==> src/rtl/led_ctrl_pkg.sv <==
// Shared types for the LED mode controller: FSM states, command indices, LED modes.
// Latency: n/a (types and pure combinational helpers only).
// Backpressure: n/a.
//
// Contents:
//   state_e      - sequencer state (IDLE/RUN/PAUSE)
//   CMD_*        - button index of each command; lower index wins on collision
//   cmd_t        - one-hot winning command, bit position == command index
//   MODE_*       - SWITCHES encodings selecting the LED rendering
//   idx_step()   - modulo-64 forward/reverse index step
//   render_leds()- pattern index to LED drive for a given mode
package led_ctrl_pkg;

  localparam int NUM_BUTTONS = 4;
  localparam int IDX_W       = 6;
  localparam int LED_W       = 6;

  typedef enum logic [1:0] {
    ST_IDLE  = 2'd0,
    ST_RUN   = 2'd1,
    ST_PAUSE = 2'd2
  } state_e;

  localparam int CMD_CLEAR    = 0;
  localparam int CMD_RUNPAUSE = 1;
  localparam int CMD_STEP     = 2;
  localparam int CMD_REVERSE  = 3;

  // Field order mirrors the command indices so cmd_t can be viewed as a
  // NUM_BUTTONS-bit vector indexed by CMD_*.
  typedef struct packed {
    logic reverse;
    logic step;
    logic runpause;
    logic clear;
  } cmd_t;

  localparam logic [1:0] MODE_BINARY = 2'b00;
  localparam logic [1:0] MODE_GRAY   = 2'b01;

  // Index arithmetic wraps naturally at the 6-bit width: 63+1 -> 0, 0-1 -> 63.
  function automatic logic [IDX_W-1:0] idx_step(input logic [IDX_W-1:0] idx,
                                                input logic             rev);
    logic [IDX_W-1:0] nxt;
    if (rev) nxt = idx - IDX_W'(1);
    else     nxt = idx + IDX_W'(1);
    return nxt;
  endfunction

  function automatic logic [LED_W-1:0] render_leds(input logic [IDX_W-1:0] idx,
                                                   input logic [1:0]       mode);
    logic [LED_W-1:0] leds;
    case (mode)
      MODE_BINARY: leds = idx;
      MODE_GRAY:   leds = idx ^ (idx >> 1);
      // Both 1x encodings show bit 0 on every LED (a slow blink in RUN).
      default:     leds = {LED_W{idx[0]}};
    endcase
    return leds;
  endfunction

endpackage

==> src/rtl/led_mode_controller_if.sv <==
// Board-side bundle between the push-buttons/switches and the user LEDs.
// Latency: n/a (wires only).
// Backpressure: none; raw inputs are level signals, LEDS is a registered level.
//
// Signals:
//   BUTTONS  [3:0] raw asynchronous push-buttons, active-high
//   SWITCHES [1:0] raw asynchronous pattern-mode select
//   LEDS     [5:0] registered LED drive
// Modports:
//   master - the board side (drives buttons/switches, observes LEDs)
//   slave  - the controller (reads buttons/switches, drives LEDs)
interface led_mode_controller_if;
  import led_ctrl_pkg::*;

  logic [NUM_BUTTONS-1:0] BUTTONS;
  logic [1:0]             SWITCHES;
  logic [LED_W-1:0]       LEDS;

  modport master (output BUTTONS, output SWITCHES, input LEDS);
  modport slave  (input BUTTONS, input SWITCHES, output LEDS);
endinterface

==> src/rtl/button_debouncer.sv <==
// Synchronizes and debounces one push-button, emitting a one-cycle pulse per clean press.
// Latency: debounced level flips DEBOUNCE_CYCLES+1 edges after the edge that first samples the raw rise.
// Backpressure: none; the pulse is high for exactly one cycle and is not held.
//
// Ports:
//   clk_i   - clock, rising edge
//   rst_i   - asynchronous active-high reset
//   btn_i   - raw asynchronous button level
//   press_o - one-cycle pulse on each debounced rising edge (releases are silent)
module button_debouncer #(
  parameter int DEBOUNCE_CYCLES = 1250000
) (
  input  logic clk_i,
  input  logic rst_i,
  input  logic btn_i,
  output logic press_o
);

  localparam int CNT_W = $clog2(DEBOUNCE_CYCLES);

  logic             meta_q;
  logic             sync_q;
  logic             deb_q, deb_d;
  logic             deb_prev_q;
  logic [CNT_W-1:0] cnt_q, cnt_d;

  // The counter measures how long the synced level has disagreed with the
  // debounced level; any agreement restarts the measurement, so only an
  // unbroken run of DEBOUNCE_CYCLES disagreeing samples flips the output.
  always_comb begin
    cnt_d = cnt_q;
    deb_d = deb_q;
    if (sync_q == deb_q) begin
      cnt_d = '0;
    end else if (cnt_q == CNT_W'(DEBOUNCE_CYCLES - 1)) begin
      deb_d = sync_q;
      cnt_d = '0;
    end else begin
      cnt_d = cnt_q + CNT_W'(1);
    end
  end

  always_ff @(posedge clk_i or posedge rst_i) begin
    if (rst_i) begin
      meta_q     <= 1'b0;
      sync_q     <= 1'b0;
      deb_q      <= 1'b0;
      deb_prev_q <= 1'b0;
      cnt_q      <= '0;
    end else begin
      meta_q     <= btn_i;
      sync_q     <= meta_q;
      deb_q      <= deb_d;
      deb_prev_q <= deb_q;
      cnt_q      <= cnt_d;
    end
  end

  assign press_o = deb_q & ~deb_prev_q;

endmodule

==> src/rtl/led_mode_controller.sv <==
// Turns debounced button presses into run/pause/step/reverse/clear control of a 6-bit
// pattern index and renders that index onto the LEDs according to SWITCHES.
// Latency: press -> state/idx DEBOUNCE_CYCLES+2 edges; state/idx -> LEDS 1 edge; SWITCHES -> LEDS 3 edges.
// Backpressure: none; colliding presses are resolved by priority and losers are dropped, not queued.
//
// Ports:
//   CLK_125MHZ_FPGA - sole clock, rising edge
//   RESET           - asynchronous active-high reset, clears every flop
//   io (slave)      - BUTTONS[3:0] in, SWITCHES[1:0] in, LEDS[5:0] out (registered)
module led_mode_controller
  import led_ctrl_pkg::*;
#(
  parameter int DEBOUNCE_CYCLES = 1250000,
  parameter int TICK_CYCLES     = 12500000
) (
  input  logic                  CLK_125MHZ_FPGA,
  input  logic                  RESET,
  led_mode_controller_if.slave  io
);

  localparam int TCNT_W = $clog2(TICK_CYCLES);

  logic [NUM_BUTTONS-1:0] press;
  cmd_t                   cmd;

  logic [1:0]             sw_meta_q;
  logic [1:0]             sw_sync_q;

  state_e                 state_q, state_d;
  logic [IDX_W-1:0]       idx_q, idx_d;
  logic                   rev_q, rev_d;
  logic [TCNT_W-1:0]      tcnt_q, tcnt_d;
  logic                   tick_hit;
  logic [LED_W-1:0]       leds_q, leds_d;

  for (genvar g = 0; g < NUM_BUTTONS; g++) begin : g_btn
    button_debouncer #(
      .DEBOUNCE_CYCLES (DEBOUNCE_CYCLES)
    ) u_deb (
      .clk_i   (CLK_125MHZ_FPGA),
      .rst_i   (RESET),
      .btn_i   (io.BUTTONS[g]),
      .press_o (press[g])
    );
  end

  // Fixed priority: lowest button index wins, the rest are discarded.
  always_comb begin
    cmd = '0;
    if (press[CMD_CLEAR])         cmd.clear    = 1'b1;
    else if (press[CMD_RUNPAUSE]) cmd.runpause = 1'b1;
    else if (press[CMD_STEP])     cmd.step     = 1'b1;
    else if (press[CMD_REVERSE])  cmd.reverse  = 1'b1;
  end

  // Sequencer next-state. The tick is evaluated first and then either used or
  // overridden by the command: clear and run/pause swallow a coincident tick,
  // reverse lets it through with the new direction, step only acts outside RUN.
  always_comb begin
    state_d  = state_q;
    idx_d    = idx_q;
    rev_d    = rev_q;
    tcnt_d   = tcnt_q;
    tick_hit = 1'b0;

    if (state_q == ST_RUN) begin
      if (tcnt_q == TCNT_W'(TICK_CYCLES - 1)) begin
        tcnt_d   = '0;
        tick_hit = 1'b1;
      end else begin
        tcnt_d = tcnt_q + TCNT_W'(1);
      end
    end

    if (cmd.reverse) rev_d = ~rev_q;

    if (cmd.clear) begin
      state_d = ST_IDLE;
      idx_d   = '0;
      tcnt_d  = '0;
    end else if (cmd.runpause) begin
      case (state_q)
        ST_RUN: begin
          state_d = ST_PAUSE;
          tcnt_d  = tcnt_q;
        end
        default: begin
          // Every entry into RUN starts a full tick period.
          state_d = ST_RUN;
          tcnt_d  = '0;
        end
      endcase
    end else if (cmd.step && (state_q != ST_RUN)) begin
      idx_d   = idx_step(idx_q, rev_q);
      state_d = ST_PAUSE;
    end else if (tick_hit) begin
      idx_d = idx_step(idx_q, rev_d);
    end
  end

  always_ff @(posedge CLK_125MHZ_FPGA or posedge RESET) begin
    if (RESET) begin
      state_q <= ST_IDLE;
      idx_q   <= '0;
      rev_q   <= 1'b0;
      tcnt_q  <= '0;
    end else begin
      state_q <= state_d;
      idx_q   <= idx_d;
      rev_q   <= rev_d;
      tcnt_q  <= tcnt_d;
    end
  end

  // LEDs are dark in IDLE regardless of the current index or mode.
  always_comb begin
    leds_d = '0;
    if (state_q != ST_IDLE) leds_d = render_leds(idx_q, sw_sync_q);
  end

  always_ff @(posedge CLK_125MHZ_FPGA or posedge RESET) begin
    if (RESET) begin
      sw_meta_q <= '0;
      sw_sync_q <= '0;
      leds_q    <= '0;
    end else begin
      sw_meta_q <= io.SWITCHES;
      sw_sync_q <= sw_meta_q;
      leds_q    <= leds_d;
    end
  end

  assign io.LEDS = leds_q;

endmodule
==> src/flat_wrapper.sv <==
// flat-port wrapper written by rule: the top's interface ports become plain ports
module led_mode_controller_flat import led_ctrl_pkg::*;
#(
  parameter int DEBOUNCE_CYCLES = 1250000,
  parameter int TICK_CYCLES     = 12500000
)
  (CLK_125MHZ_FPGA, RESET, io_BUTTONS, io_SWITCHES, io_LEDS);
  led_mode_controller_if io_i ();
  input  logic CLK_125MHZ_FPGA;
  input  logic RESET;
  input wire logic [$bits(io_i.BUTTONS)-1:0] io_BUTTONS;
  input wire logic [$bits(io_i.SWITCHES)-1:0] io_SWITCHES;
  output wire logic [$bits(io_i.LEDS)-1:0] io_LEDS;
  assign io_i.BUTTONS = io_BUTTONS;
  assign io_i.SWITCHES = io_SWITCHES;
  assign io_LEDS = io_i.LEDS;
  led_mode_controller #(.DEBOUNCE_CYCLES(DEBOUNCE_CYCLES), .TICK_CYCLES(TICK_CYCLES)) u_core (.CLK_125MHZ_FPGA(CLK_125MHZ_FPGA), .RESET(RESET), .io(io_i));
endmodule
==> config.mk <==
export PLATFORM = sky130hd
export DESIGN_NAME = led_mode_controller_flat
export DESIGN_NICKNAME = d
export VERILOG_FILES = /design/src/rtl/led_ctrl_pkg.sv /design/src/rtl/led_mode_controller_if.sv /design/src/rtl/button_debouncer.sv /design/src/rtl/led_mode_controller.sv /design/src/flat_wrapper.sv
export SDC_FILE = /design/constraint.sdc
export NUM_CORES = 1
export LEC_CHECK = 0
export BUFFER_PORTS_ARGS = -buffer_cell sky130_fd_sc_hd__buf_2
export CORE_ASPECT_RATIO = 1.2
export CORE_MARGIN = 4
export CORE_UTILIZATION = 40
export DETAILED_ROUTE_END_ITERATION = 6
export PLACE_DENSITY = 0.63
export SLEW_MARGIN = 20
export SYNTH_ARGS = -nofsm -noshare
export SYNTH_HDL_FRONTEND = slang
export SYNTH_HIERARCHICAL = 1
export SYNTH_SLANG_ARGS = --single-unit
==> constraint.sdc <==
create_clock -name CLK_125MHZ_FPGA -period 5.5 [get_ports CLK_125MHZ_FPGA]
set_clock_uncertainty 0.1 [all_clocks]
set_input_delay 1.375 -clock CLK_125MHZ_FPGA [delete_from_list [all_inputs] [get_ports CLK_125MHZ_FPGA]]
set_output_delay 1.375 -clock CLK_125MHZ_FPGA [all_outputs]
set_load 0.005 [all_outputs]
# Word level (Yosys, flattened, before mapping)

Index checks and enable logic that the tools add are counted.
Widths: inputs -> output; s select.

$add $sub $neg: 7
Equality and inequality tests: 14
Muxes and demuxes: 35
Bitwise operators: 14
Reductions and logical operators: 12

Operator list:

| kind                  | number |
|---|---|
| $mux 21               | 8 |
| $mux 24               | 5 |
| $add 21x1->21 const B | 4 |
| $eq 21x21->1 const B  | 4 |
| $mux 6                | 7 |
| $add 24x1->24 const B | 1 |
| $eq 24x24->1 const B  | 1 |
| $pmux 6 s2            | 1 |
| $reduce_and 2->1      | 6 |
| $mux 2                | 5 |
| $not 1->1             | 9 |
| $reduce_bool 3->1     | 3 |
| $mux 1                | 8 |
| $add 6x1->6 const B   | 1 |
| $sub 6x1->6 const B   | 1 |
| $xor 6x5->6           | 1 |
| $and 1x1->1           | 4 |
| $eq 1x1->1            | 4 |
| $eq 2x1->1 const B    | 2 |
| $mux 3                | 1 |
| $ne 3x3->1 const B    | 1 |
| $logic_not 2->1       | 1 |
| $ne 2x1->1 const B    | 1 |
| $ne 2x2->1 const B    | 1 |
| 2 further kinds       | 2 |

Bits in registers: 143
Input port bits: 8
Output and inout bits: 6
Word-level logic and storage cells: 109

# Depth between registers and ports, before layout

Gate-level depths: netlist of run 1.

Depth in word-level cells: 12
Depth in mapped cells: 8
Depth with buffers taken out: 7

# Hierarchy

The synthesis of run 1 kept the hierarchy.

By module, submodules not included:

| module              | times used | cells an instance | area an instance (um^2) | seq. area each (um^2) |
|---|---|---|---|---|
| button_debouncer    | 4          | 118               | 1,188.6                 | 625.6 |
| led_mode_controller | 1          | 313               | 2,690.1                 | 1,076.0 |

# Least setup slack after synthesis of run 1

Ideal clock, no wire load.

Path type: register -> register
Start point: register u_core.tcnt_q[5]
End point: register u_core.idx_q[3]
Library setup time: 0.125 ns
Arrival time: 1.918 ns
Required time: 5.275 ns
Path slack: 3.357 ns
Stages on the path, launching flop included: 7
Buffers on the path: 1
Period minus slack after synthesis: 2.143 ns
Path through: dfrtp_1 > buf_6 > or4_4 > nor4_4 > a31oi_4 > a21oi_1 > mux2_2

Longest elaborated chain between the ends: 5

Ends and longest elaborated chain:

| item                               | RTL line                   | text |
|---|---|---|
| start: declaration                 | led_mode_controller.sv:32  | `logic [TCNT_W-1:0] tcnt_q, tcnt_d;` |
| start signal: assignment           | led_mode_controller.sv:111 | `tcnt_q <= tcnt_d;` |
| $eq 24x24->1                       | led_mode_controller.sv:67  | `if (tcnt_q == TCNT_W'(TICK_CYCLES - 1)) begin` |
| $mux 1                             | led_mode_controller.sv:67  |  |
| $mux 1                             | led_mode_controller.sv:66  | `if (state_q == ST_RUN) begin` |
| $reduce_bool 3->1 (no source line) | -                          |  |
| $reduce_and 2->1 (no source line)  | -                          |  |
| end signal: assignment             | led_mode_controller.sv:109 | `idx_q <= idx_d;` |
| end: declaration                   | led_mode_controller.sv:30  | `logic [IDX_W-1:0] idx_q, idx_d;` |

No other way between the ends.
A chain may end at the register's enable or synchronous reset.

# Worst setup path in the final report of run 1

Start point: register u_core.state_q[1]
End point: register u_core.idx_q[5]

Longest elaborated chain between the ends: 5
Elaborated cells between the ends (all ways): 9
Classes of those cells: 2 x eq/ne; 4 x mux; 3 x reduce/logical

Ends and longest elaborated chain:

| item                     | RTL line                   | text |
|---|---|---|
| start: declaration       | led_mode_controller.sv:29  | `state_e state_q, state_d;` |
| start signal: assignment | led_mode_controller.sv:108 | `state_q <= state_d;` |
| $ne 2x1->1               | led_mode_controller.sv:93  | `end else if (cmd.step && (state_q != ST_RUN)) begin` |
| $logic_and 1x1->1        | led_mode_controller.sv:93  |  |
| $mux 6                   | led_mode_controller.sv:93  |  |
| $mux 6                   | led_mode_controller.sv:81  | `end else if (cmd.runpause) begin` |
| $mux 6                   | led_mode_controller.sv:77  | `if (cmd.clear) begin` |

Parallel ways exist; a longest one is shown, timed or not. The select of a mux whose other input is x is not followed.

==> impl_results.html, run 1 <==
<table>
<tr><th>Metric</th><th>Value</th></tr>
<tr><th colspan="2">Synth</th></tr>
<tr><td>Mean Syn Cell Area</td><td>9.484 sq um</td></tr>
<tr><td>Syn nets</td><td>807</td></tr>
<tr><td>Most repeated cell in the gate-level netlist after synthesis</td><td>dfrtp_1</td></tr>
<tr><td>Post-synth EDFFs</td><td>0</td></tr>
<tr><td>Ys flop type</td><td>dfrtp_1</td></tr>
<tr><td>Ys async rst share</td><td>100.0%</td></tr>
<tr><td>Sequential cell area fraction in the yosys report</td><td>48.07%</td></tr>
<tr><td>Portion of synthesized cell area occupied by the leading cell type</td><td>48.07%</td></tr>
<tr><td>Commonest cells in the netlist</td><td>dfrtp_1 (143), nor2_1 (112), nand2_1 (53), xnor2_1 (53), a21oi_1 (44)</td></tr>
<tr><td>Cells after Synth</td><td>785</td></tr>
<tr><td>Count of warnings emitted by yosys</td><td>6</td></tr>
<tr><td>Cell type contributing the most total cell area after synthesis</td><td>dfrtp_1</td></tr>
<tr><td>Netlist area before placement</td><td>0.007445 sq mm</td></tr>
<tr><td>Number of synthesized register bits</td><td>143</td></tr>
<tr><td>Largest cells by area after synthesis</td><td>dfrtp_1 (48%), xnor2_1 (6.2%), nor2_1 (5.6%)</td></tr>
<tr><td>Count of unique library cells instantiated by Yosys</td><td>52</td></tr>
<tr><th colspan="2">Die</th></tr>
<tr><td>Initial standard-cell utilization of the core</td><td>40.81%</td></tr>
<tr><td>Floorplan die area</td><td>0.02087 sq mm</td></tr>
<tr><td>Vertical die dimension</td><td>157.4 microns</td></tr>
<tr><td>Placeable Area</td><td>0.01824 sq mm</td></tr>
<tr><td>FP Rows</td><td>54</td></tr>
<tr><td>Width of the die</td><td>132.5 microns</td></tr>
<tr><td>Top Ports</td><td>14</td></tr>
<tr><th colspan="2">Power</th></tr>
<tr><td>Internal Pwr Total</td><td>1.870 mW</td></tr>
<tr><td>Sequential share of power</td><td>45.1%</td></tr>
<tr><td>Cell area power density</td><td>284.5 mW/mm^2</td></tr>
<tr><td>Portion of total power attributed to combinational logic</td><td>2.1%</td></tr>
<tr><td>Sw power</td><td>510.2 uW</td></tr>
<tr><td>Switching Share</td><td>21.43%</td></tr>
<tr><td>Leakage</td><td>3.499 nW</td></tr>
<tr><td>Clock share of power</td><td>52.8%</td></tr>
<tr><td>Total chip power</td><td>2.380 mW</td></tr>
<tr><td>Maximum ir drop on the vdd rail</td><td>0.0001929 V</td></tr>
<tr><th colspan="2">Routing</th></tr>
<tr><td>Drt initial violations</td><td>232</td></tr>
<tr><td>Total length of routed wires</td><td>14.64 mm</td></tr>
<tr><td>Avg Vias per Cell</td><td>5.412</td></tr>
<tr><td>Routed wire per std cell</td><td>14.22 microns</td></tr>
<tr><td>Antenna viol nets, final</td><td>0</td></tr>
<tr><td>Vias</td><td>5,569</td></tr>
<tr><td>Detailed Routing Iterations Pass 1</td><td>5</td></tr>
<tr><td>Number of DRC violations after detailed routing</td><td>0</td></tr>
<tr><th colspan="2">Global route</th></tr>
<tr><td>Antenna violations before repair</td><td>0</td></tr>
<tr><td>GRT overflow</td><td>0</td></tr>
<tr><td>Wire length of the first global-routing pass</td><td>25.76 mm</td></tr>
<tr><td>Global Route Usage Sum</td><td>14.92%</td></tr>
<tr><td>Vias in the first global route</td><td>5,366</td></tr>
<tr><td>Maximum number of pins on one net before global-route repair</td><td>44</td></tr>
<tr><th colspan="2">Cells and area</th></tr>
<tr><td>Fraction of final layout cells sized beyond drive strength 1</td><td>11.43%</td></tr>
<tr><td>Fin nets</td><td>814</td></tr>
<tr><td>Area Growth Syn to Fin</td><td>12.39%</td></tr>
<tr><td>Diodes inserted</td><td>0</td></tr>
<tr><th colspan="2">Timing</th></tr>
<tr><td>Time the final worst path needs with I/O delays and setup</td><td>2.557 ns</td></tr>
<tr><td>Normalized max-slew margin</td><td>36.91%</td></tr>
<tr><td>Final cycle utilization of the critical path</td><td>46.49%</td></tr>
<tr><td>Total of endpoints with negative setup slack in the final report</td><td>0</td></tr>
<tr><td>Worst-Margin Slew</td><td>0.9453 ns</td></tr>
<tr><td>Setup tns final</td><td>0 ns</td></tr>
<tr><td>Final number of max-transition violations</td><td>0</td></tr>
<tr><td>Fmax</td><td>391.1 MHz</td></tr>
<tr><td>RSZ-0062 raised after global routing</td><td>no</td></tr>
<tr><td>Hold Violations, Final</td><td>0</td></tr>
<tr><th colspan="2">Place</th></tr>
<tr><td>Number of buffers inserted by port buffering</td><td>13</td></tr>
<tr><td>Final RePlAce weighted congestion</td><td>0.8304</td></tr>
<tr><td>Half-perimeter wire length of the detailed placement result</td><td>9.897 mm</td></tr>
<tr><th colspan="2">CTS</th></tr>
<tr><td>Number of levels in the clock H-tree</td><td>4</td></tr>
<tr><td>Clock tree from TritonCTS</td><td>done</td></tr>
<tr><td>Clock Path Buffers</td><td>2</td></tr>
<tr><td>Number of buffers created by CTS</td><td>17</td></tr>
<tr><td>Number of buffers inserted to repair setup after CTS</td><td>0</td></tr>
<tr><td>CTS Root Cell</td><td>clkbuf_16</td></tr>
<tr><td>Clock transition at path regs</td><td>0.06 ns</td></tr>
<tr><td>Cells resized by post-CTS repair</td><td>0</td></tr>
<tr><td>Post-CTS Hold Buffers</td><td>0</td></tr>
<tr><td>Clock sink count</td><td>143</td></tr>
<tr><td>Clock latency of the later-clocked register in the worst-skew pair</td><td>0.42 ns</td></tr>
<tr><th colspan="2">Critical path</th></tr>
<tr><td>Critical Setup Path Class</td><td>reg2reg</td></tr>
<tr><td>Worst path max stage delay</td><td>0.60 ns</td></tr>
<tr><td>CP cell instances</td><td>nand2b_1 &gt; nor4_1 &gt; a31oi_4 &gt; a21oi_1 &gt; mux2_2</td></tr>
<tr><td>Critical path data arrival time</td><td>2.76 ns</td></tr>
<tr><td>Highest fanout seen on the critical path</td><td>25</td></tr>
<tr><td>Worst setup SP type</td><td>flip-flop</td></tr>
<tr><td>Setup crit end kind</td><td>flip-flop</td></tr>
<tr><td>Worst path bufs/invs</td><td>0</td></tr>
<tr><td>Cell family contributing the most delay on the critical path</td><td>simple AND/OR/NAND/NOR gates</td></tr>
<tr><td>Worst path required time</td><td>5.70 ns</td></tr>
<tr><td>Library cell contributing the largest single delay on the critical path</td><td>nor4_1</td></tr>
<tr><td>Worst-case register-to-register setup slack</td><td>2.94 ns</td></tr>
<tr><th colspan="2">Outcome</th></tr>
<tr><td>Result of the run</td><td>completed</td></tr>
<tr><th colspan="2">Worst hold path</th></tr>
<tr><td>Min-delay worst type</td><td>reg2reg</td></tr>
<tr><th colspan="2">Run</th></tr>
<tr><td>Max cap viols</td><td>0</td></tr>
</table>
## per-stage QoR
stage | instances | util, % | setup WS [ns] | cell area [sq um] | hold slack, ns
6_report | 1029 | 45.86 | 2.943 | 8367 | 0.2480
5_1_grt | 1029 | 45.86 | 2.765 | 8367 | 0.2526
4_1_cts | 1029 | 45.86 | 2.905 | 8367 | 0.2498
3_5_place_dp | 997 | 42.28 | 2.923 | 7714 | 0.2347
3_3_place_gp | 997 | 42.28 | 2.975 | 7714 | 0.2335
2_1_floorplan | 785 | - | 3.022 | 7445 | 0.2312
## sequential cells by signal, summed over array words and instances, names as in the netlist
name,cells
u_core/sw_sync_q,2
u_core/g_btn.u_deb/cnt_q,84
u_core/g_btn.u_deb/deb_q,4
u_core/g_btn.u_deb/meta_q,4
u_core/tcnt_q,24
u_core/rev_q,1
u_core/sw_meta_q,2
u_core/idx_q,6
u_core/io.LEDS,6
u_core/g_btn.u_deb/deb_prev_q,4
u_core/g_btn.u_deb/sync_q,4
u_core/state_q,2
## cell families (layout without fill, tap and decap cells)
family,Yosys count,after routing,share of synthesized area [%]
adder cells (fa/ha/maj),14,14,2.353
AO/OA/AOI/OAI,101,101,8.118
buffers and inverters,70,90,3.664
flip-flops,143,143,48.07
AND/OR/NAND/NOR,369,369,27.01
multiplexers,19,19,2.672
XOR/XNOR,69,69,8.118
## power by group through the flow
stage                     clock network, mW  logic, mW  registers, mW
after floorplan                           0     0.0374           1.09
after global placement                    0     0.0519           1.09
after detailed placement                  0     0.0527           1.09
after CTS                              1.29     0.0529           1.07
after global routing                   1.34     0.0591           1.07
final                                  1.26     0.0498           1.07
## cell type report
cell class	instances	area, sq um
Timing Repair Buffer	19	110.1
Sequential cell	143	3578
Inverter	39	146.4
Tap cell	224	280.3
Multi-Input combinational cell	572	3598
Fill cell	1713	9876
Clock buffer	19	452.9
Clock inverter	13	200.2
## worst paths after layout
kind                                                    end  depth (start not counted)                    startpoint
max in group asynchronous  u_core/g_btn[0].u_deb/deb_prev_q                          2                         RESET
min                            u_core/g_btn[1].u_deb/sync_q                          0  u_core/g_btn[1].u_deb/meta_q
max reg2reg                                 u_core/idx_q[5]                          5             u_core/state_q[1]
max                                         u_core/idx_q[5]                          5             u_core/state_q[1]
min reg2reg                    u_core/g_btn[1].u_deb/sync_q                          0  u_core/g_btn[1].u_deb/meta_q
min in group asynchronous   u_core/g_btn[3].u_deb/cnt_q[13]                          2                         RESET
## per-layer routing
metal	vias up	track usage, %	share of wire (%)
met5	-	0	0
met4	0	5.149	1.7
met3	16	3.453	3.1
met2	93	25.10	49
met1	2688	19.04	47
li1	2772	-	-
## cell usage in the layout (no fill, tap or decap), drive strengths merged, types with 8 or more instances in the layout
cell type  netlist  final
or3             13     13
inv             39     42
xor2            16     16
nor4b           11     11
and3            12     12
a21oi           44     44
a31o             8      8
o21ai           27     27
nand3           38     38
clkbuf          28     19
dfrtp          143    143
nor4            19     19
buf              3     19
xnor2           53     53
nand4           40     40
nand2           53     53
mux2i           12     12
ha              14     14
nor2b           10     10
nor3            25     25
nor2           112    112
## worst reg2reg max path, stage by stage, from the launching register on
cell and delay [ns]:
dfrtp_1 0.42, nand2b_1 0.58, nor4_1 0.60, a31oi_4 0.22, a21oi_1 0.19, mux2_2 0.35
Note: power is estimated with default switching activity, not from simulation.
==> run 2, diff against run 1 <==
--- a/config.mk
+++ b/config.mk
@@ -10,7 +10,7 @@
 export CORE_MARGIN = 4
 export CORE_UTILIZATION = 40
 export DETAILED_ROUTE_END_ITERATION = 6
-export PLACE_DENSITY = 0.63
+export PLACE_DENSITY = 0.65
 export SLEW_MARGIN = 20
 export SYNTH_ARGS = -nofsm -noshare
 export SYNTH_HDL_FRONTEND = slang
==> constraint.sdc (replaced) <==
create_clock -name CLK_125MHZ_FPGA -period 2.1 [get_ports CLK_125MHZ_FPGA]
set_clock_uncertainty 0.1 [all_clocks]
set_input_delay 0.525 -clock CLK_125MHZ_FPGA [delete_from_list [all_inputs] [get_ports CLK_125MHZ_FPGA]]
set_output_delay 0.525 -clock CLK_125MHZ_FPGA [all_outputs]
set_load 0.005 [all_outputs]
==> impl_results.html, run 2 (same netlist as run 1, synthesis figures left out) <==
<table>
<tr><th>Metric</th><th>Value</th></tr>
<tr><th colspan="2">Die</th></tr>
<tr><td>Width of the die</td><td>132.5 microns (unchanged)</td></tr>
<tr><td>Placeable Area</td><td>0.01824 sq mm (unchanged)</td></tr>
<tr><td>FP Rows</td><td>54 (unchanged)</td></tr>
<tr><td>Vertical die dimension</td><td>157.4 microns (unchanged)</td></tr>
<tr><td>Top Ports</td><td>14 (unchanged)</td></tr>
<tr><td>Initial standard-cell utilization of the core</td><td>40.81% (unchanged)</td></tr>
<tr><td>Floorplan die area</td><td>0.02087 sq mm (unchanged)</td></tr>
<tr><th colspan="2">Critical path</th></tr>
<tr><td>Library cell contributing the largest single delay on the critical path</td><td>or4_4</td></tr>
<tr><td>Worst path required time</td><td>2.30 ns (-3.40 ns)</td></tr>
<tr><td>Startpoint of the worst-slack reg-to-reg timing path</td><td>u_core/tcnt_q[5]</td></tr>
<tr><td>Worst-case reg-to-reg path depth</td><td>5 (unchanged)</td></tr>
<tr><td>Worst path max stage delay</td><td>0.56 ns (-0.04 ns)</td></tr>
<tr><td>Highest fanout seen on the critical path</td><td>7 (-72%)</td></tr>
<tr><td>CP cell instances</td><td>or4_4 &gt; nor4_4 &gt; a31oi_4 &gt; a21oi_2 &gt; mux2_2</td></tr>
<tr><td>Critical R2R Capture</td><td>u_core/idx_q[4]</td></tr>
<tr><td>Worst setup SP type</td><td>flip-flop</td></tr>
<tr><td>Worst-case register-to-register setup slack</td><td>0.05 ns (-2.89 ns)</td></tr>
<tr><td>Critical Path Sink</td><td>u_core/idx_q[4]</td></tr>
<tr><td>Origin of the worst setup path</td><td>u_core/tcnt_q[5]</td></tr>
<tr><td>Critical path data arrival time</td><td>2.25 ns (-0.51 ns)</td></tr>
<tr><td>Setup crit end kind</td><td>flip-flop</td></tr>
<tr><td>Critical Setup Path Class</td><td>reg2reg</td></tr>
<tr><th colspan="2">Routing</th></tr>
<tr><td>Avg Vias per Cell</td><td>5.349 (-1.2%)</td></tr>
<tr><td>Detailed Routing Iterations Pass 1</td><td>5 (unchanged)</td></tr>
<tr><td>Vias</td><td>5,809 (+4.3%)</td></tr>
<tr><td>Antenna viol nets, final</td><td>0 (unchanged)</td></tr>
<tr><td>Number of DRC violations after detailed routing</td><td>0 (unchanged)</td></tr>
<tr><td>Total length of routed wires</td><td>15.64 mm (+6.9%)</td></tr>
<tr><td>Routed wire per std cell</td><td>14.40 microns (+1.3%)</td></tr>
<tr><td>Drt initial violations</td><td>329 (+42%)</td></tr>
<tr><th colspan="2">Worst hold path</th></tr>
<tr><td>Min-delay worst type</td><td>in2async</td></tr>
<tr><th colspan="2">Timing</th></tr>
<tr><td>Worst hold slack after final layout</td><td>0.07309 ns (-0.1749 ns)</td></tr>
<tr><td>Slack of the critical path</td><td>0.05266 ns (-2.890 ns)</td></tr>
<tr><td>Fmax</td><td>488.4 MHz (+25%)</td></tr>
<tr><td>Total of endpoints with negative setup slack in the final report</td><td>0 (unchanged)</td></tr>
<tr><td>Normalized max-slew margin</td><td>61.04% (+24 points)</td></tr>
<tr><td>Hold Violations, Final</td><td>0 (unchanged)</td></tr>
<tr><td>Final cycle utilization of the critical path</td><td>97.49% (+51 points)</td></tr>
<tr><td>Worst-Margin Slew</td><td>0.5796 ns (-0.3656 ns)</td></tr>
<tr><td>RSZ-0062 raised after global routing</td><td>no</td></tr>
<tr><td>Final number of max-transition violations</td><td>0 (unchanged)</td></tr>
<tr><td>Setup tns final</td><td>0 ns (unchanged)</td></tr>
<tr><td>Time the final worst path needs with I/O delays and setup</td><td>2.047 ns (-0.5096 ns)</td></tr>
<tr><th colspan="2">Cells and area</th></tr>
<tr><td>Post-layout instance count excluding filler cells</td><td>1,086 (+5.5%)</td></tr>
<tr><td>Fraction of final layout cells sized beyond drive strength 1</td><td>18.45% (+7.0 points)</td></tr>
<tr><td>Highest-count cells in the layout ignoring fill and taps</td><td>dfrtp_1 (140), nor2_1 (112), buf_4 (62), nand2_1 (53), xnor2_1 (52)</td></tr>
<tr><td>Area Growth Syn to Fin</td><td>18.49%</td></tr>
<tr><td>Diodes inserted</td><td>0 (unchanged)</td></tr>
<tr><td>Register with the most flip-flops</td><td>u_core/g_btn.u_deb/cnt_q</td></tr>
<tr><td>Flip-flop count of the largest register after layout</td><td>84 (unchanged)</td></tr>
<tr><td>Biggest regs</td><td>u_core/g_btn.u_deb/cnt_q: 84 flops, u_core/tcnt_q: 24 flops</td></tr>
<tr><td>Most common cell after layout, fill and taps aside</td><td>dfrtp_1</td></tr>
<tr><td>Fin nets</td><td>872 (+7.1%)</td></tr>
<tr><td>Number of fill cells</td><td>1,720 (+0.41%)</td></tr>
<tr><th colspan="2">Global route</th></tr>
<tr><td>Wire length of the first global-routing pass</td><td>27.37 mm (+6.2%)</td></tr>
<tr><td>Maximum number of pins on one net before global-route repair</td><td>26 (-41%)</td></tr>
<tr><td>Antenna violations before repair</td><td>0 (unchanged)</td></tr>
<tr><td>Vias in the first global route</td><td>5,721 (+6.6%)</td></tr>
<tr><td>Global Route Usage Sum</td><td>15.88% (+0.96 points)</td></tr>
<tr><td>GRT overflow</td><td>0 (unchanged)</td></tr>
<tr><th colspan="2">Place</th></tr>
<tr><td>Final RePlAce weighted congestion</td><td>0.8187 (-1.4%)</td></tr>
<tr><td>DP Cell Count</td><td>1,053 (+5.6%)</td></tr>
<tr><td>Number of buffers inserted by port buffering</td><td>13 (unchanged)</td></tr>
<tr><td>Worst setup slack after placement</td><td>-0.04497 ns (-2.968 ns)</td></tr>
<tr><td>Half-perimeter wire length of the detailed placement result</td><td>10.92 mm (+10%)</td></tr>
<tr><th colspan="2">CTS</th></tr>
<tr><td>Number of levels in the clock H-tree</td><td>4 (unchanged)</td></tr>
<tr><td>Post-CTS Hold Buffers</td><td>0 (unchanged)</td></tr>
<tr><td>Clock Path Buffers</td><td>2 (unchanged)</td></tr>
<tr><td>Clock tree from TritonCTS</td><td>done</td></tr>
<tr><td>CTS Root Cell</td><td>clkbuf_16</td></tr>
<tr><td>Clock sink count</td><td>143 (unchanged)</td></tr>
<tr><td>Clock transition at path regs</td><td>0.06 ns (about the same)</td></tr>
<tr><td>Number of buffers created by CTS</td><td>17 (unchanged)</td></tr>
<tr><td>Clock latency of the later-clocked register in the worst-skew pair</td><td>0.42 ns (about the same)</td></tr>
<tr><th colspan="2">Power</th></tr>
<tr><td>Sw power</td><td>1.283 mW (+150%)</td></tr>
<tr><td>Switching Share</td><td>21.34% (-0.094 points)</td></tr>
<tr><td>Leakage</td><td>3.752 nW (+7.2%)</td></tr>
<tr><td>Sequential share of power</td><td>46.8% (+1.7 points)</td></tr>
<tr><td>Portion of total power attributed to combinational logic</td><td>2.5% (+0.4 points)</td></tr>
<tr><td>Cell area power density</td><td>681.6 mW/mm^2 (+140%)</td></tr>
<tr><td>Clock share of power</td><td>50.7% (-2.1 points)</td></tr>
<tr><td>Maximum ir drop on the vdd rail</td><td>0.0004681 V (+140%)</td></tr>
<tr><td>Internal Pwr Total</td><td>4.729 mW (+150%)</td></tr>
<tr><th colspan="2">Run</th></tr>
<tr><td>Max cap viols</td><td>0 (unchanged)</td></tr>
<tr><th colspan="2">Outcome</th></tr>
<tr><td>Result of the run</td><td>completed</td></tr>
</table>
==> run 2: metal layers <==
layer | vias up | global-route usage (%) | wire (microns)
met5 | - | 0 | 0
met3 | 22 | 2.621 | 460
met4 | 0 | 6.634 | 311
met1 | 2809 | 19.66 | 7003
li1 | 2887 | - | -
met2 | 91 | 27.68 | 7864
==> run 2: worst min path at each step <==
stage / endpoint / slack, ns / cells past startpoint
after floorplan: u_core/g_btn[0].u_deb/sync_q / 0.23 / 0
after global placement: u_core/g_btn[0].u_deb/sync_q / 0.23 / 0
after detailed placement: u_core/g_btn[0].u_deb/sync_q / 0.23 / 0
after CTS: u_core/io.LEDS[4] / 0.06 / 2
after global routing: u_core/g_btn[3].u_deb/meta_q / 0.09 / 1
final: u_core/io.LEDS[3] / 0.07 / 2
==> run 2: repair_timing <==
| action | CTS | global route |
|---|---|---|
| resized for setup | 2 | 11 |
| setup buffers | 0 | 2 |
| endpoints found under the setup margin | 4 | 7 |
==> run 2: final cells by class <==
type                    instances  area (sq um)  area share, %
multi-input cells             572          3640          41.26
flip-flops and latches        143          3582          40.61
repair buffers                 77         570.5          6.468
clock buffers                  18         439.2          4.979
well taps                     224         280.3          3.177
clock inverters                13         162.7          1.844
inverters                      39         146.4          1.660
==> run 2: power by group through the flow <==
| stage | Clock, mW | Sequential (mW) | Combinational (mW) |
|---|---|---|---|
| floorplan | 0 | 2.86 | 0.0980 |
| global placement | 0 | 2.86 | 0.152 |
| detailed placement | 0 | 2.86 | 0.152 |
| CTS | 3.14 | 2.81 | 0.153 |
| global route | 3.25 | 2.82 | 0.177 |
| finish | 3.05 | 2.81 | 0.149 |
==> run 2: critical path: cells and delay by family, from the launching register on <==
kind	cells	cell delay, ns
AO/OA/AOI/OAI	2	0.35
flip-flops	1	0.37
multiplexers	1	0.34
AND/OR/NAND/NOR	2	0.76
==> run 2: stage by stage <==
stage               power [mW]  instance area (sq um)  util (%)
global route             6.243                   8821     48.35
global placement         3.014                   8157     44.71
finish                   6.012                   8821     48.35
detailed placement       3.015                   8157     44.71
floorplan                2.954                   7445         -
CTS                      6.109                   8775     48.10
==> run 3, diff against run 2 <==
--- a/config.mk
+++ b/config.mk
@@ -8,9 +8,10 @@
 export BUFFER_PORTS_ARGS = -buffer_cell sky130_fd_sc_hd__buf_2
 export CORE_ASPECT_RATIO = 1.2
 export CORE_MARGIN = 4
-export CORE_UTILIZATION = 40
+export CORE_UTILIZATION = 45
 export DETAILED_ROUTE_END_ITERATION = 6
-export PLACE_DENSITY = 0.65
+export PLACE_DENSITY = 0.71
+export RECOVER_POWER = 50
 export SLEW_MARGIN = 20
 export SYNTH_ARGS = -nofsm -noshare
 export SYNTH_HDL_FRONTEND = slang
==> impl_results.html, run 3 (same netlist as run 1, synthesis figures left out) <==
<table>
<tr><th>Metric</th><th>Value</th></tr>
<tr><th colspan="2">Cells and area</th></tr>
<tr><td>Biggest regs</td><td>u_core/g_btn.u_deb/cnt_q: 84 flops, u_core/tcnt_q: 24 flops</td></tr>
<tr><td>Fin nets</td><td>872 (unchanged)</td></tr>
<tr><td>Diodes inserted</td><td>0 (unchanged)</td></tr>
<tr><td>Layout Utilization</td><td>54.34% (+6.0 points)</td></tr>
<tr><td>Final Instance Area</td><td>0.008807 sq mm (-0.16%)</td></tr>
<tr><td>Most common cell after layout, fill and taps aside</td><td>dfrtp_1</td></tr>
<tr><td>Register with the most flip-flops</td><td>u_core/g_btn.u_deb/cnt_q</td></tr>
<tr><td>Area Growth Syn to Fin</td><td>18.30%</td></tr>
<tr><td>Post-layout instance count excluding filler cells</td><td>1,074 (-1.1%)</td></tr>
<tr><td>Highest-count cells in the layout ignoring fill and taps</td><td>dfrtp_1 (143), nor2_1 (112), buf_4 (59), nand2_1 (53), xnor2_1 (52)</td></tr>
<tr><td>Number of fill cells</td><td>1,481 (-14%)</td></tr>
<tr><td>Fraction of final layout cells sized beyond drive strength 1</td><td>17.17% (-1.3 points)</td></tr>
<tr><td>Flip-flop count of the largest register after layout</td><td>84 (unchanged)</td></tr>
<tr><th colspan="2">Critical path</th></tr>
<tr><td>Library cell contributing the largest single delay on the critical path</td><td>or4_4</td></tr>
<tr><td>Worst path max stage delay</td><td>0.55 ns (about the same)</td></tr>
<tr><td>Worst setup SP type</td><td>flip-flop</td></tr>
<tr><td>Setup crit end kind</td><td>flip-flop</td></tr>
<tr><td>Startpoint of the worst-slack reg-to-reg timing path</td><td>u_core/tcnt_q[5]</td></tr>
<tr><td>Worst path required time</td><td>2.31 ns (about the same)</td></tr>
<tr><td>Critical Setup Path Class</td><td>reg2reg</td></tr>
<tr><td>Worst-case reg-to-reg path depth</td><td>5 (unchanged)</td></tr>
<tr><td>CP cell instances</td><td>or4_4 &gt; nor4_4 &gt; a31oi_4 &gt; a21oi_2 &gt; mux2_4</td></tr>
<tr><td>Critical path data arrival time</td><td>2.21 ns (-0.04 ns)</td></tr>
<tr><td>Highest fanout seen on the critical path</td><td>6 (-1)</td></tr>
<tr><td>Worst-case register-to-register setup slack</td><td>0.09 ns (+0.04 ns)</td></tr>
<tr><td>Critical R2R Capture</td><td>u_core/idx_q[4]</td></tr>
<tr><th colspan="2">CTS</th></tr>
<tr><td>Clock sink count</td><td>143 (unchanged)</td></tr>
<tr><td>Clock transition at path regs</td><td>0.06 ns (about the same)</td></tr>
<tr><td>CTS Root Cell</td><td>clkbuf_16</td></tr>
<tr><td>Clock tree from TritonCTS</td><td>done</td></tr>
<tr><td>Number of buffers created by CTS</td><td>17 (unchanged)</td></tr>
<tr><td>Number of levels in the clock H-tree</td><td>4 (unchanged)</td></tr>
<tr><td>Clock latency of the later-clocked register in the worst-skew pair</td><td>0.43 ns (about the same)</td></tr>
<tr><td>Clock Path Buffers</td><td>2 (unchanged)</td></tr>
<tr><th colspan="2">Place</th></tr>
<tr><td>Total placed instance area</td><td>0.008129 sq mm (-0.34%)</td></tr>
<tr><td>Final RePlAce weighted congestion</td><td>0.8493 (+3.7%)</td></tr>
<tr><td>Worst setup slack after placement</td><td>0.08740 ns (+0.1324 ns)</td></tr>
<tr><td>Number of buffers inserted by port buffering</td><td>13 (unchanged)</td></tr>
<tr><td>Half-perimeter wire length of the detailed placement result</td><td>10.62 mm (-2.7%)</td></tr>
<tr><td>DP Cell Count</td><td>1,041 (-1.1%)</td></tr>
<tr><th colspan="2">Timing</th></tr>
<tr><td>Worst-Margin Slew</td><td>1.388 ns (+0.8086 ns)</td></tr>
<tr><td>Slack of the critical path</td><td>0.09306 ns (+0.04040 ns)</td></tr>
<tr><td>Normalized max-slew margin</td><td>7.450% (-54 points)</td></tr>
<tr><td>Hold Violations, Final</td><td>0 (unchanged)</td></tr>
<tr><td>Final number of max-transition violations</td><td>0 (unchanged)</td></tr>
<tr><td>Worst hold slack after final layout</td><td>0.1020 ns (+0.02887 ns)</td></tr>
<tr><td>Total of endpoints with negative setup slack in the final report</td><td>0 (unchanged)</td></tr>
<tr><td>Setup tns final</td><td>0 ns (unchanged)</td></tr>
<tr><td>Fmax</td><td>498.3 MHz (+2.0%)</td></tr>
<tr><td>Time the final worst path needs with I/O delays and setup</td><td>2.007 ns (-0.04040 ns)</td></tr>
<tr><td>RSZ-0062 raised after global routing</td><td>yes</td></tr>
<tr><td>Final cycle utilization of the critical path</td><td>95.57% (-1.9 points)</td></tr>
<tr><th colspan="2">Power</th></tr>
<tr><td>Total chip power</td><td>6.227 mW (+3.6%)</td></tr>
<tr><td>Cell area power density</td><td>707.0 mW/mm^2 (+3.7%)</td></tr>
<tr><td>Maximum ir drop on the vdd rail</td><td>0.0004862 V (+3.8%)</td></tr>
<tr><td>Leakage</td><td>3.744 nW (-0.22%)</td></tr>
<tr><th colspan="2">Die</th></tr>
<tr><td>Placeable Area</td><td>0.01621 sq mm (-11%)</td></tr>
<tr><td>Floorplan die area</td><td>0.01867 sq mm (-11%)</td></tr>
<tr><td>Initial standard-cell utilization of the core</td><td>45.93% (+5.1 points)</td></tr>
<tr><td>Top Ports</td><td>14 (unchanged)</td></tr>
<tr><td>Width of the die</td><td>125.4 microns (-5.4%)</td></tr>
<tr><td>FP Rows</td><td>51 (-5.6%)</td></tr>
<tr><td>Vertical die dimension</td><td>148.9 microns (-5.4%)</td></tr>
<tr><th colspan="2">Routing</th></tr>
<tr><td>Avg Vias per Cell</td><td>5.541 (+3.6%)</td></tr>
<tr><td>Routed wire per std cell</td><td>14.68 microns (+1.9%)</td></tr>
<tr><td>Total length of routed wires</td><td>15.77 mm (+0.82%)</td></tr>
<tr><td>Detailed Routing Iterations Pass 1</td><td>4 (-1)</td></tr>
<tr><td>Vias</td><td>5,951 (+2.4%)</td></tr>
<tr><td>Drt initial violations</td><td>351 (+6.7%)</td></tr>
<tr><td>Antenna viol nets, final</td><td>0 (unchanged)</td></tr>
<tr><td>Number of DRC violations after detailed routing</td><td>0 (unchanged)</td></tr>
<tr><th colspan="2">Global route</th></tr>
<tr><td>Maximum number of pins on one net before global-route repair</td><td>44 (+69%)</td></tr>
<tr><td>GRT overflow</td><td>0 (unchanged)</td></tr>
<tr><td>Vias in the first global route</td><td>6,011 (+5.1%)</td></tr>
<tr><td>Global Route Usage Sum</td><td>18.17% (+2.3 points)</td></tr>
<tr><td>Antenna violations before repair</td><td>0 (unchanged)</td></tr>
<tr><td>Wire length of the first global-routing pass</td><td>28.25 mm (+3.2%)</td></tr>
<tr><th colspan="2">Worst hold path</th></tr>
<tr><td>Hold Path Cell Cnt</td><td>1</td></tr>
<tr><td>Min-delay worst type</td><td>in2reg</td></tr>
<tr><td>Endpoint, Worst Hold</td><td>u_core/g_btn[2].u_deb/meta_q</td></tr>
<tr><td>Startpoint of the lowest-slack hold path</td><td>io_BUTTONS[2]</td></tr>
<tr><th colspan="2">Outcome</th></tr>
<tr><td>Result of the run</td><td>completed</td></tr>
<tr><th colspan="2">Run</th></tr>
<tr><td>Max cap viols</td><td>0 (unchanged)</td></tr>
</table>
run 3: worst max-delay path by stage:
stage,startpoint,to,depth (start not counted)
global route,u_core/g_btn[1].u_deb/deb_prev_q,u_core/idx_q[1],9
CTS,u_core/tcnt_q[5],u_core/idx_q[4],5
detailed placement,u_core/g_btn[1].u_deb/deb_q,u_core/idx_q[4],6
floorplan,u_core/g_btn[1].u_deb/deb_q,u_core/idx_q[2],8
global placement,u_core/tcnt_q[5],u_core/idx_q[3],5
finish,u_core/tcnt_q[5],u_core/idx_q[4],5
run 3: routing by layer:
layer	up-vias	part of all wire [%]	GRT usage [%]
met3	38	3.2	3.797
met4	0	2.8	8.351
met1	2904	44	22.61
li1	2885	-	-
met2	124	50	30.54
met5	-	0	0
run 3: what timing repair did:
item	in CTS	in global routing
endpoints found under the setup margin	0	7
resized for setup	0	12
setup buffers	0	2
hold endpoints to repair	0	0
hold buffers	0	0
run 3: worst max-delay path, delay by kind of cell, from the launching register on:
family | cells | cell delay (ns)
AO/OA/AOI/OAI | 2 | 0.36
flip-flops | 1 | 0.37
multiplexers | 1 | 0.32
AND/OR/NAND/NOR | 2 | 0.75
run 3: final cells by class:
| type | instances | area, sq um | share of cell area [%] |
|---|---|---|---|
| sequential | 143 | 3578 | 40.63 |
| inverter | 39 | 146.4 | 1.662 |
| clock inverter | 13 | 212.7 | 2.415 |
| tap | 212 | 265.3 | 3.012 |
| clock buffer | 18 | 429.2 | 4.873 |
| timing repair buffer | 77 | 526.8 | 5.981 |
| multi-input combinational | 572 | 3649 | 41.43 |
run 3: power by group:
group          switching (mW)  internal [mW]
sequential             0.0270           2.79
clock                    1.17           2.11
combinational           0.105         0.0366
